--- config.mk ---
export PLATFORM = sky130hd
export DESIGN_NAME = control_microsequencer
export DESIGN_NICKNAME = d
export VERILOG_FILES = /design/src/rtl/control_pkg.sv /design/src/rtl/useq_return_stack.sv /design/src/rtl/control_microsequencer.sv
export SDC_FILE = /design/constraint.sdc
export NUM_CORES = 1
export LEC_CHECK = 0
export ABC_AREA = 1
export BUFFER_PORTS_ARGS = -buffer_cell sky130_fd_sc_hd__buf_2
export CORE_MARGIN = 2
export CORE_UTILIZATION = 24
export DETAILED_ROUTE_END_ITERATION = 16
export MAX_ROUTING_LAYER = met4
export SLEW_MARGIN = 25
export SYNTH_ARGS = -nofsm -noshare
export SYNTH_HDL_FRONTEND = slang
export SYNTH_SLANG_ARGS = --single-unit
--- constraint.sdc ---
create_clock -name clk -period 5.2 [get_ports clk]
set_input_delay 0.78 -clock clk [delete_from_list [all_inputs] [get_ports clk]]
set_output_delay 0.78 -clock clk [all_outputs]
set_load 0.03 [all_outputs]
--- src/rtl/control_pkg.sv ---
// Shared encodings for the control microsequencer: next-address source selects
// and the microword condition-field codes.
package control_pkg;

    typedef enum logic [1:0] {
        SEL_NEXT = 2'b00,
        SEL_JUMP = 2'b01,
        SEL_DEC  = 2'b10,
        SEL_RET  = 2'b11
    } sel_t;

    localparam logic [3:0] COND_NEXT  = 4'd0;
    localparam logic [3:0] COND_JN    = 4'd1;
    localparam logic [3:0] COND_JZ    = 4'd2;
    localparam logic [3:0] COND_JV    = 4'd3;
    localparam logic [3:0] COND_JC    = 4'd4;
    localparam logic [3:0] COND_JIR13 = 4'd5;
    localparam logic [3:0] COND_JUMP  = 4'd6;
    localparam logic [3:0] COND_DEC   = 4'd7;
    localparam logic [3:0] COND_JNN   = 4'd8;
    localparam logic [3:0] COND_JNZ   = 4'd9;
    localparam logic [3:0] COND_JNV   = 4'd10;
    localparam logic [3:0] COND_JNC   = 4'd11;
    localparam logic [3:0] COND_CALL  = 4'd12;
    localparam logic [3:0] COND_RET   = 4'd13;
    localparam logic [3:0] COND_RSV14 = 4'd14;
    localparam logic [3:0] COND_RSV15 = 4'd15;

endpackage

--- src/rtl/useq_return_stack.sv ---
// Microsubroutine return-address stack. Pushes beyond capacity and pops of an
// empty stack are ignored and reported on ovf/unf.
module useq_return_stack #(
    parameter int STACK_DEPTH = 4,
    parameter int CSA_W       = 11
) (
    input  logic                           clk,
    input  logic                           rst,
    input  logic                           push,
    input  logic                           pop,
    input  logic [CSA_W-1:0]               din,
    output logic [CSA_W-1:0]               dout,
    output logic [$clog2(STACK_DEPTH):0]   sp,
    output logic                           ovf,
    output logic                           unf
);
    localparam int AW   = $clog2(STACK_DEPTH);
    localparam int SP_W = AW + 1;
    localparam logic [SP_W-1:0] SP_FULL = SP_W'(STACK_DEPTH);

    logic [CSA_W-1:0] mem [STACK_DEPTH];
    logic             full;
    logic             empty;
    logic [AW-1:0]    wr_idx;
    logic [AW-1:0]    rd_idx;

    assign full   = (sp == SP_FULL);
    assign empty  = (sp == '0);
    assign wr_idx = sp[AW-1:0];
    assign rd_idx = AW'(sp - SP_W'(1));
    assign dout   = mem[rd_idx];
    assign ovf    = push && full;
    assign unf    = pop && empty;

    always_ff @(posedge clk) begin
        if (rst) begin
            sp <= '0;
        end else if (push && !full) begin
            sp <= sp + SP_W'(1);
        end else if (pop && !empty) begin
            sp <= sp - SP_W'(1);
        end
    end

    // Stack contents carry no reset; only the occupancy pointer is control.
    always_ff @(posedge clk) begin
        if (push && !full) begin
            mem[wr_idx] <= din;
        end
    end

endmodule

--- src/rtl/control_microsequencer.sv ---
// Control store address sequencer: condition decode, CSAR and microsubroutine
// call/return. Optional macro USEQ_STACK_TRAP_EN redirects stack errors to TRAP_ADDR.
module control_microsequencer
    import control_pkg::*;
#(
    parameter int               CSA_W       = 11,
    parameter int               COND_W      = 4,
    parameter int               STACK_DEPTH = 4,
    parameter logic [CSA_W-1:0] RESET_ADDR  = '0,
    parameter logic [CSA_W-1:0] TRAP_ADDR   = CSA_W'(2047)
) (
    input  logic                         clk,
    input  logic                         rst,
    input  logic                         stall,
    input  logic [COND_W-1:0]            cond,
    input  logic [CSA_W-1:0]             jump_addr,
    input  logic [CSA_W-1:0]             dec_addr,
    input  logic                         ir13,
    input  logic [3:0]                   psr,
    output logic [CSA_W-1:0]             csa,
    output logic [1:0]                   sel,
    output logic [$clog2(STACK_DEPTH):0] sp,
    output logic                         stk_err
);
    localparam int SP_W = $clog2(STACK_DEPTH) + 1;
    localparam logic [SP_W-1:0] SP_FULL = SP_W'(STACK_DEPTH);

    logic             flag_n, flag_z, flag_v, flag_c;
    logic             cond_legal;
    logic             take;
    logic             push_req, pop_req;
    logic             stk_full, stk_empty;
    logic             ovf, unf;
    logic [CSA_W-1:0] csa_inc;
    logic [CSA_W-1:0] nxt;
    logic [CSA_W-1:0] stk_top;
    sel_t             sel_d;

    assign {flag_n, flag_z, flag_v, flag_c} = psr;
    assign csa_inc    = csa + CSA_W'(1);
    assign stk_full   = (sp == SP_FULL);
    assign stk_empty  = (sp == '0);
    // Codes above 15 in a widened field are reserved and behave as Next.
    assign cond_legal = ((cond >> 4) == '0);

    always_comb begin
        sel_d    = SEL_NEXT;
        nxt      = csa_inc;
        take     = 1'b0;
        push_req = 1'b0;
        pop_req  = 1'b0;
        if (cond_legal) begin
            case (cond[3:0])
                COND_JN:    take = flag_n;
                COND_JZ:    take = flag_z;
                COND_JV:    take = flag_v;
                COND_JC:    take = flag_c;
                COND_JIR13: take = ir13;
                COND_JUMP:  take = 1'b1;
                COND_JNN:   take = !flag_n;
                COND_JNZ:   take = !flag_z;
                COND_JNV:   take = !flag_v;
                COND_JNC:   take = !flag_c;
                COND_DEC: begin
                    sel_d = SEL_DEC;
                    nxt   = dec_addr;
                end
                COND_CALL: begin
                    take     = 1'b1;
                    push_req = 1'b1;
                end
                COND_RET: begin
                    pop_req = 1'b1;
                    if (!stk_empty) begin
                        sel_d = SEL_RET;
                        nxt   = stk_top;
                    end
                end
                default: ;
            endcase
        end
        if (take) begin
            sel_d = SEL_JUMP;
            nxt   = jump_addr;
        end
`ifdef USEQ_STACK_TRAP_EN
        if ((push_req && stk_full) || (pop_req && stk_empty)) begin
            sel_d = SEL_JUMP;
            nxt   = TRAP_ADDR;
        end
`endif
    end

`ifndef USEQ_STACK_TRAP_EN
    logic [CSA_W-1:0] unused_trap_addr;
    assign unused_trap_addr = TRAP_ADDR;
`endif

    assign sel = sel_d;

    useq_return_stack #(
        .STACK_DEPTH (STACK_DEPTH),
        .CSA_W       (CSA_W)
    ) u_stack (
        .clk  (clk),
        .rst  (rst),
        .push (push_req && !stall),
        .pop  (pop_req && !stall),
        .din  (csa_inc),
        .dout (stk_top),
        .sp   (sp),
        .ovf  (ovf),
        .unf  (unf)
    );

    // CSAR and sticky stack error register
    always_ff @(posedge clk) begin
        if (rst) begin
            csa     <= RESET_ADDR;
            stk_err <= 1'b0;
        end else if (!stall) begin
            csa <= nxt;
            if (ovf || unf) begin
                stk_err <= 1'b1;
            end
        end
    end

endmodule

Word-level counts from Yosys, hierarchy flattened

Memory sizes are Yosys's and may differ from the RTL's.
Cells that the tools add are included.

Bits in registers: 15
RAM bits: 44
Bits of input ports: 34
Output and inout bits: 17
Word-level logic and storage cells: 53
Memories kept: 1

Memories:

| memory      | depth | width | rd ports | clocked after memory_dff | wr ports | line                    | text |
|---|---|---|---|---|---|---|---|
| u_stack.mem | 4     | 11    | 1        | 0                        | 1        | useq_return_stack.sv:21 | `logic [CSA_W-1:0] mem [STACK_DEPTH];` |

$add $sub $neg: 3
Equality and inequality tests: 14
Multiplexer cells: 13
Bitwise gates (word level): 1
Reductions and logical operators: 18

Operators with widths:

| cell                                                                | number |
|---|---|
| 4-bit == test (second input constant)                               | 6 |
| 11-bit 2-to-1 mux                                                   | 2 |
| 11-bit one-hot mux with 2 select lines                              | 1 |
| 4-bit by 3-bit == test with 1-bit output (second input constant)    | 4 |
| 11-bit by 1-bit adder with 11-bit output (second input constant)    | 1 |
| 1-bit one-hot mux with 10 select lines                              | 1 |
| 4-bit by 2-bit == test with 1-bit output (second input constant)    | 2 |
| 1-bit logical NOT                                                   | 7 |
| 1-bit logical AND                                                   | 6 |
| 3-bit 2-to-1 mux                                                    | 2 |
| 4-bit by 1-bit == test with 1-bit output (second input constant)    | 1 |
| 1-bit 2-to-1 mux                                                    | 4 |
| 2-bit 2-to-1 mux                                                    | 2 |
| 2-bit one-hot mux with 2 select lines                               | 1 |
| 3-bit by 1-bit adder with 3-bit output (second input constant)      | 1 |
| 3-bit == test (second input constant)                               | 1 |
| 3-bit logical NOT                                                   | 1 |
| 3-bit by 1-bit subtractor with 3-bit output (second input constant) | 1 |
| 2-bit AND reduction                                                 | 1 |
| 2-bit nonzero test                                                  | 1 |
| 2-bit OR reduction                                                  | 1 |
| 1-bit logical OR                                                    | 1 |
| 1-bit inverter                                                      | 1 |

Depth between registers and ports, before layout

Word-level depth: 6
Depth in mapped cells: 15
Depth with buffers taken out: 14

By module

A second synthesis with hierarchy kept.

Cells, all modules: 408
Area total of the unflattened synthesis: 3,261.9 um2

By module, submodules not included:

| module                 | times used | cells an instance | area each (um2) | seq. area each (um2) |
|---|---|---|---|---|
| useq_return_stack      | 1          | 157               | 1,945.6         | 1,381.3 |
| control_microsequencer | 1          | 251               | 1,316.3         | 240.2 |

Worst setup path before layout

Ideal clock, no wire load.

Path kind: reg-to-output
Start point: register u_stack.sp[0]
End point: output sel[0]
Arrival: 1.728 ns
Data required time: 4.420 ns
Path slack: 2.692 ns
Stages on the path, launching flop included: 10
Buffers on the path: 2
Cells stage by stage: dfxtp_1 inv_1 buf_2 ha_1 inv_1 nor2_1 inv_1 nand2_2 buf_6 nand2_1

Word-level cells in the longest chain between the ends: 4

Ends and longest elaborated chain:

| what                                  | line                         | text |
|---|---|---|
| start, declared                       | useq_return_stack.sv:13      | `output logic [$clog2(STACK_DEPTH):0] sp,` |
| start signal, assigned                | useq_return_stack.sv:39      | `sp <= sp + SP_W'(1);` |
| start signal, assigned                | useq_return_stack.sv:41      | `sp <= sp - SP_W'(1);` |
| 3-bit logical NOT                     | control_microsequencer.sv:42 | `assign stk_empty = (sp == '0);` |
| 2-bit 2-to-1 mux                      | control_microsequencer.sv:74 | `if (!stk_empty) begin` |
| 2-bit one-hot mux with 2 select lines | control_microsequencer.sv:53 | `case (cond[3:0])` |
| 2-bit 2-to-1 mux                      | control_microsequencer.sv:82 | `if (take) begin` |
| end, declared                         | control_microsequencer.sv:21 | `output logic [1:0] sel,` |

No other way between the ends.

Final worst setup path

Start point: register u_stack.sp[0]
End point: output sel[1]

Same word-level chain as after synthesis.

==> key figures <==
Die
  • # rows: 42
  • Die Width: 119.6 microns
  • Core Area: 13140 sq um
  • Die area: 14300 sq um
  • Initial Util: 24.41%
  • IO Pins: 51
  • Die span in y: 119.6 microns

Timing
  • Setup_tns: 0 ns
  • RSZ-0062 raised after global routing: false
  • Final hold vios: 0
  • Tmin final: 3.942 ns
  • Final period util: 75.81%
  • Count of pins over their slew limit: 0
  • Final setup fails: 0
  • Layout Skew: 0.006310 ns
  • Fmax: 253.7 MHz
  • Slew @ Worst Pin: 0.8369 ns
  • Worst hold slack: 0.4800 ns
  • Rel. slew slack: 44.13%

Layout
  • Fraction of layout cells with a size suffix above 1: 16.81%
  • Most frequent cells in the layout: 145 x nand2_1, 56 x nand3_1, 55 x nor2_1
  • Final-layout fill cell count: 1413
  • Most common cell after layout, fill and taps aside: nand2_1
  • Area grow syn2layout: 23.33%
  • Antenna cells: 0
  • Layout Nets: 511

Power
  • Cell Pwr Density: 332.2 nW/um^2
  • Worst vdd ir: 0.0001676 V
  • Sw Share: 24.11%
  • Total Power: 1.314 mW
  • Internal power: 997.2 uW
  • Comb power frac: 11.0%
  • Clock share of power: 48.4%
  • Seq pwr share: 40.5%
  • Static Leak: 1.822 nW
  • Switch Pwr: 316.7 uW

Setup path
  • Critical path startpoint category: flip-flop
  • Worst Reg-to-Reg Cells: 11
  • CP endpoint kind: output port
  • Worst R2R End: csa[2]$_SDFFE_PP0N_
  • Arr. time, crit path: 3.16 ns
  • Peak per-stage delay on the critical path: 0.86 ns
  • Worst Path Buf+Inv: 4
  • Crit-path cells: inv_1 -> ha_1 -> inv_1 -> nor2_1 -> inv_1 -> nand2_2 -> nand2_1 -> buf_2
  • Delay-heaviest family, CP: buffers and inverters
  • WP data required: 4.42 ns
  • Setup CP Type: reg -> out
  • Crit path max-delay cell type: dfxtp_1
  • Worst R2R Start: u_stack.sp[0]$_SDFFE_PP0P_
  • Most used cell along the critical path: inv_1
  • CP max FO: 26
  • Flop-to-flop setup slack: 1.77 ns

Run status
  • Status: finished clean

Clock network
  • Clock latency on the worst-skew pair: 0.32 ns
  • Max H-tree Level: 3
  • Post-CTS resize count: 0
  • Postcts setup bufs: 0
  • Cts hold-fix bufs: 0
  • Cts bufs inserted: 9
  • Clock sink total: 59
  • CTS tree: done
  • Root Buffer: clkbuf_16
  • Clock transition at the registers of the reported paths: 0.05 ns
  • Max Root-Sink Buffers: 2

Detailed routing
  • Vias per inst: 4.414
  • Routed vias: 2878
  • Drt first pass iters: 5
  • Wirelength per Cell: 13.00 microns
  • 1st-iter DRT viols: 244
  • Final ANT Viol Nets: 0
  • DR DRC count: 0
  • Routed WL: 8.473 mm

Yosys
  • Mapped Area: 3207 sq um
  • Synth Net Count: 460
  • Cell variety after synth: 24
  • Cell count after synthesis: 420
  • Post-Syn Area per Cell: 7.635 sq um
  • Synth Warn #: 0
  • #FFs+latches synth: 59
  • Seq/Total Area, Yosys: 50.57%

GRT
  • Global-route wire length before repair: 14.23 mm
  • Vias in the first global route: 2871
  • Initial antenna violation count: 0
  • Gr usage total: 13.02%
  • Overflow after GRT: 0
  • Largest net degree at the start of global routing: 27

Flow run
  • Max Cap Viol: 0

Hold path
  • Min-delay src: stk_err$_SDFFE_PP0P_
  • Hold Path Class: reg -> reg
  • Hold depth: 2
  • Hold Path Sink: stk_err$_SDFFE_PP0P_

Place
  • Port-buffer cells: 50
  • Placer congestion estimate: 0.8781
  • DP Wirelength: 6.172 mm
## per-layer routing
| metal | track usage (%) | wire (microns) | vias up |
|---|---|---|---|
| met5 | - | 0 | - |
| met4 | 5.662 | 150 | 0 |
| met3 | 2.186 | 417 | 14 |
| met2 | 20.68 | 4107 | 96 |
| met1 | 16.43 | 3797 | 1316 |
| li1 | - | - | 1452 |
## power by group through the flow
| stage | combinational [mW] | sequential [mW] | clock [mW] |
|---|---|---|---|
| finish | 0.145 | 0.533 | 0.636 |
| global route | 0.165 | 0.534 | 0.663 |
| CTS | 0.146 | 0.533 | 0.643 |
| detailed placement | 0.145 | 0.542 | 0 |
| global placement | 0.142 | 0.542 | 0 |
| floorplan | 0.0832 | 0.554 | 0 |
## cells in the mapped netlist
| library cell | n | area [sq um] |
|---|---|---|
| nand2_1 | 145 | 544.3 |
| buf_6 | 2 | 22.52 |
| o31ai_1 | 1 | 7.510 |
| nor2_1 | 58 | 217.7 |
| nor2_4 | 2 | 22.52 |
| clkbuf_1 | 4 | 15.01 |
| xor2_1 | 1 | 8.760 |
| dfxtp_1 | 15 | 300.3 |
| nand2_2 | 6 | 37.54 |
| o21ai_0 | 12 | 60.06 |
| o21ai_1 | 1 | 5.000 |
| inv_2 | 1 | 3.750 |
| and2_1 | 1 | 6.260 |
| a21oi_1 | 7 | 35.03 |
| edfxtp_1 | 44 | 1321 |
| nor3_1 | 1 | 5.000 |
| buf_2 | 4 | 20.02 |
| nor2_2 | 2 | 12.51 |
| o221ai_1 | 1 | 8.760 |
| nand3_1 | 56 | 280.3 |
| nand4_1 | 1 | 6.260 |
| ha_1 | 6 | 75.07 |
| inv_1 | 47 | 176.4 |
| o21bai_1 | 2 | 15.01 |
## cells by family after synthesis
| logic type | share of synthesized area [%] |
|---|---|
| AND/OR/NAND/NOR | 35.31 |
| flip-flops | 50.57 |
| adder cells (fa/ha/maj) | 2.341 |
| XOR/XNOR | 0.2732 |
| buffers and inverters | 7.413 |
| AO/OA/AOI/OAI | 4.097 |
## worst max-delay path by stage
stage                     endpoint                        from  cells after the start  slack [ns]
after floorplan             sel[0]  u_stack.sp[0]$_SDFFE_PP0P_                      9        2.69
after detailed placement    sel[1]  u_stack.sp[0]$_SDFFE_PP0P_                      8        1.61
after global routing        sel[1]  u_stack.sp[0]$_SDFFE_PP0P_                      8        0.96
after CTS                   sel[1]  u_stack.sp[0]$_SDFFE_PP0P_                      8        1.26
after global placement      sel[1]  u_stack.sp[0]$_SDFFE_PP0P_                      8        1.76
final                       sel[1]  u_stack.sp[0]$_SDFFE_PP0P_                      8        1.26
## flip-flops by register name (all words and copies together), names as in the netlist
register     cells
csa             11
stk_err          1
u_stack.mem     44
u_stack.sp       3
## layout make-up
cell class / count / area [sq um] / share of cell area, %
inverters: 48 / 180.2 / 4.556
repair buffers: 50 / 250.2 / 6.327
clock buffers: 10 / 239.0 / 6.042
flip-flops and latches: 59 / 1622 / 41.00
multi-input cells: 303 / 1355 / 34.26
well taps: 176 / 220.2 / 5.568
clock inverters: 6 / 88.84 / 2.246
## worst min-delay path, stage by stage, from the launching register on
cell and delay, ns:
dfxtp_1 0.32, o21ai_0 0.08, inv_1 0.04
## per-stage QoR
stage	utilization, %	instance area, sq um	setup slack, ns	std cells
2_1_floorplan	-	3207	2.692	420
3_3_place_gp	27.55	3620	1.765	636
3_5_place_dp	27.61	3627	1.613	636
4_1_cts	30.10	3955	1.262	652
5_1_grt	30.10	3955	0.9623	652
6_report	30.10	3955	1.258	652
Power figures use the tool's default switching activity.
